**src/rtl/mul_32_seq.sv**
```systemverilog
// Sequential 32x32 signed Booth multiplier with start/busy/done handshake.
// Define MUL_RADIX4_EN for radix-4 Booth (16 steps); default is radix-2 (32 steps).
module mul_32_seq (
  input  logic        clk,
  input  logic        reset_n,
  input  logic        start,
  input  logic [31:0] multiplicand,
  input  logic [31:0] multiplier,
  output logic        busy,
  output logic        done,
  output logic [31:0] hi,
  output logic [31:0] lo
);

`ifdef MUL_RADIX4_EN
  localparam int unsigned N  = 16;
  localparam int unsigned AW = 34;
`else
  localparam int unsigned N  = 32;
  localparam int unsigned AW = 33;
`endif
  localparam int unsigned CW = $clog2(N);

  typedef enum logic [1:0] {IDLE, RUN, DONE} state_t;

  state_t          state;
  logic [31:0]     m_reg;
  logic [AW-1:0]   acc;
  logic [31:0]     q;
  logic            q_m1;
  logic [CW-1:0]   cnt;

  logic [AW-1:0]   m_ext;
  logic [AW-1:0]   addend;
  logic [AW-1:0]   sum;
  logic [AW-1:0]   acc_nxt;
  logic [31:0]     q_nxt;
  logic            q_m1_nxt;

  assign m_ext = {{(AW-32){m_reg[31]}}, m_reg};

  // One Booth step: select the partial product, add, then shift {acc,q,q_m1} right.
  always_comb begin
    addend   = '0;
    sum      = '0;
    acc_nxt  = acc;
    q_nxt    = q;
    q_m1_nxt = q_m1;
`ifdef MUL_RADIX4_EN
    case ({q[1:0], q_m1})
      3'b001, 3'b010: addend = m_ext;
      3'b011:         addend = m_ext << 1;
      3'b100:         addend = -(m_ext << 1);
      3'b101, 3'b110: addend = -m_ext;
      default:        addend = '0;
    endcase
    sum      = acc + addend;
    acc_nxt  = {{2{sum[AW-1]}}, sum[AW-1:2]};
    q_nxt    = {sum[1:0], q[31:2]};
    q_m1_nxt = q[1];
`else
    case ({q[0], q_m1})
      2'b01:   addend = m_ext;
      2'b10:   addend = -m_ext;
      default: addend = '0;
    endcase
    sum      = acc + addend;
    acc_nxt  = {sum[AW-1], sum[AW-1:1]};
    q_nxt    = {sum[0], q[31:1]};
    q_m1_nxt = q[0];
`endif
  end

  // Control FSM and datapath registers; hi/lo load only on the final step.
  always_ff @(posedge clk or negedge reset_n) begin
    if (!reset_n) begin
      state <= IDLE;
      busy  <= 1'b0;
      done  <= 1'b0;
      hi    <= '0;
      lo    <= '0;
      m_reg <= '0;
      acc   <= '0;
      q     <= '0;
      q_m1  <= 1'b0;
      cnt   <= '0;
    end else begin
      case (state)
        IDLE, DONE: begin
          done <= 1'b0;
          if (start) begin
            m_reg <= multiplicand;
            q     <= multiplier;
            acc   <= '0;
            q_m1  <= 1'b0;
            cnt   <= '0;
            busy  <= 1'b1;
            state <= RUN;
          end else begin
            state <= IDLE;
          end
        end
        RUN: begin
          acc  <= acc_nxt;
          q    <= q_nxt;
          q_m1 <= q_m1_nxt;
          cnt  <= cnt + CW'(1);
          if (cnt == CW'(N - 1)) begin
            hi    <= acc_nxt[31:0];
            lo    <= q_nxt;
            busy  <= 1'b0;
            done  <= 1'b1;
            state <= DONE;
          end
        end
        default: begin
          busy  <= 1'b0;
          done  <= 1'b0;
          state <= IDLE;
        end
      endcase
    end
  end

endmodule
```
**config.mk**
```make
export PLATFORM = sky130hd
export DESIGN_NAME = mul_32_seq
export DESIGN_NICKNAME = d
export VERILOG_FILES = /design/src/rtl/mul_32_seq.sv
export SDC_FILE = /design/constraint.sdc
export NUM_CORES = 1
export LEC_CHECK = 0
export BUFFER_PORTS_ARGS = -buffer_cell sky130_fd_sc_hd__clkbuf_2
export CORE_MARGIN = 8
export CORE_UTILIZATION = 49
export CTS_BUF_LIST = sky130_fd_sc_hd__clkbuf_16
export DETAILED_ROUTE_END_ITERATION = 8
export PLACE_DENSITY = 0.8
export SLEW_MARGIN = 5
export SYNTH_ARGS = -nofsm -noshare
export SYNTH_HDL_FRONTEND = slang
export SYNTH_SLANG_ARGS = --single-unit
export TNS_END_PERCENT = 100
```
**constraint.sdc**
```tcl
create_clock -name clk -period 3.8 [get_ports clk]
set_clock_uncertainty 0.15 [all_clocks]
set_input_delay 0 -clock clk [delete_from_list [all_inputs] [get_ports clk]]
set_output_delay 0 -clock clk [all_outputs]
set_load 0.02 [all_outputs]
```
==> run metrics <==
reg2reg setup slack -320 ps; GRT met2 Usage 41.4%; largest net degree at the start of global routing 90; Pwr Density 1040 nW/um2; WL per Instance 18.5 um; status complete, but fails checks; GPL Wtd Cong 0.872; Setup crit end kind flip-flop; placed inst area 11,000 um2; Max Fanout on Critical Path 4; worst-margin pin slew 1160 ps; most used routing layer met2; PortBufs 132; most frequent cells in the layout 220 x nand2_1, 169 x dfrtp_1, 134 x buf_4; post-DP HPWL 18.5 mm; Worst VDD drop 0.548 mV; CTS tree yes; failing checks setup timing; Hold Vio Cnt, Final 0; WP data required 3980 ps; RSZ-0062 raised after global routing yes; Inserted Clock Buffers 17; Top Ports 133; vias in the first global route 8,764; period utilization 108%; HP Class in2async; Filler cells 1,329; first-pass GRT wire length 44.3 mm; crit start category flip-flop; Net Count, Synth 1,080; syn avg cell area 9.41 um2; layout cells sized above 1 36.1%; Crit. Startpoint m_reg[8]$_DFFE_PN0P_; Initial Utilization 49.5%; multi-input combinational cell area 5350 um2; # diodes 0; Distinct cells, synth 59; ys flop type dfrtp_1; EDFF count, synth 0; grt met1 use 26.9%; Max-Cap Viols 0; Area growth, synth to finish 41.7%; worst setup margin -315 ps; Post-DRT Antenna Nets 0; Skew-Pair Late Insertion Delay 450 ps; H-Tree Depth 4; Storage cell area 4230 um2; Root Driver clkbuf_16; Total Routing Usage GR 23.4%; design area 13,000 um2; Rows 50; sequential element share of the synthesized area 46.1%; die width 153 um; setup_tns -5000 ps; antenna violations before repair 0; deepest clock path buffer count 2; Rel. slew slack 22.8%; Detailed Routing Iterations Pass 1 5; Clock transition at path regs 70 ps; Final Max Tran Viols 0; Cell Area, Synth 9180 um2; clk sink count 169; WP data arrival 4290 ps; M3 GR Usage 6.60%; DRC 0; gr ovfl total 0; Gate Count Post-Synth 975; CP endpoint hi[30]$_DFFE_PN0P_; origin of the critical flop-to-flop path m_reg[8]$_DFFE_PN0P_; Detailed Route Iter0 Violations 649; Max Fclk 243 MHz; Yosys reg bits 169; Pleak 0.00627 uW; total length of routed wires 28.2 mm; Critical R2R Capture hi[30]$_DFFE_PN0P_; commonest non-fill, non-tap cell in the layout nand2_1; Pwr Total 13,500 uW; Avg Vias per Cell 5.69; minimum clock period 4120 ps; r2r worst-path depth 16; ys async rst share 100%; critical path type reg2reg; Syn. warnings 0; die boundary height 153 um; Core Footprint 18,500 um2; setup violators final 34; die area 23,400 um2; Net count, final 1,385; Via Count 8,688
-- through the flow --
stage / std cells / utilization [%] / worst slack, ps / hold WS [ps]
after global placement: 1415 / 59.2 / -310 / -29.9
after CTS: 1517 / 67.3 / -235 / 90.3
after detailed placement: 1415 / 59.2 / -362 / -17.4
final: 1526 / 70.2 / -315 / 42.6
after floorplan: 975 / - / -219 / -446
after global routing: 1526 / 70.2 / -553 / 112
-- how the worst min path moves through the flow --
stage / end / from / cells past startpoint
after global placement: hi[18]$_DFFE_PN0P_ / reset_n / 1
after floorplan: acc[0]$_DFFE_PN0P_ / reset_n / 0
after global routing: hi[18]$_DFFE_PN0P_ / reset_n / 2
after detailed placement: hi[20]$_DFFE_PN0P_ / reset_n / 1
after CTS: hi[20]$_DFFE_PN0P_ / reset_n / 2
final: hi[18]$_DFFE_PN0P_ / reset_n / 2
-- cell usage after synthesis (7+ instances only) --
library cell | n | area [um2]
nand2_1 | 225 | 845
dfrtp_1 | 169 | 4230
nor2_1 | 56 | 210
a22oi_1 | 52 | 390
mux2_2 | 50 | 563
clkbuf_1 | 48 | 180
o21ai_0 | 47 | 235
ha_1 | 37 | 463
xnor2_1 | 34 | 298
a21oi_1 | 33 | 165
a22o_1 | 28 | 245
nand3_1 | 19 | 95.1
nor3_1 | 17 | 85.1
xor2_1 | 15 | 131
a21o_1 | 11 | 82.6
a32oi_1 | 11 | 96.3
inv_1 | 11 | 41.3
nand4_1 | 8 | 50.1
nor4_1 | 8 | 50.1
buf_1 | 7 | 26.3
-- kinds of logic after synthesis --
logic type | after synthesis | synth area share (%)
AOI/OAI and AO/OA | 218 | 16.3
xor gates and xnor gates | 49 | 4.68
adders and majority gates | 38 | 5.26
buffers and inverters | 70 | 2.93
DFF | 169 | 46.1
muxes | 52 | 6.35
and+or+nand+nor | 379 | 18.4
-- final cells by class --
| cell class | instances | share of cell area, % |
|---|---|---|
| clock buffers | 17 | 3.27 |
| multi-input cells | 736 | 41.2 |
| repair buffers | 344 | 19.1 |
| well taps | 234 | 2.25 |
| inverters | 12 | 0.346 |
| clock inverters | 14 | 1.38 |
| flip-flops and latches | 169 | 32.5 |
-- power by group --
part	internal [uW]	switching, uW
combinational	3830	4520
clock	1000	823
sequential	2690	668
-- worst max-delay path, stage by stage (launching register included) --
cell and delay [ps]:
dfrtp_1 380, or4_4 560, nor4_4 190, buf_4 200, and2_4 160, xnor2_2 110
a22oi_2 70, nor2_2 180, ha_1 320, a211oi_2 310, o211ai_1 150, nand4_1 160
nand4_1 170, o21ai_4 250, o2111ai_2 160, xor2_1 210, mux2_2 280
-- per-layer routing --
metal / wire length [um] / part of all wire [%]
met1: 11100 / 39
met2: 14600 / 52
met3: 1870 / 6.6
met4: 681 / 2.4
met5: 0 / 0
-- repair_timing --
item | in CTS | in global routing
cloned | 0 | 0
setup buffers | 6 | 9
pin swaps | 30 | 42
setup endpoints to repair | 31 | 39
hold buffers | 66 | 0
resized for setup | 53 | 104
hold endpoints to repair | 152 | 0
(Power assumes the default switching activity.)
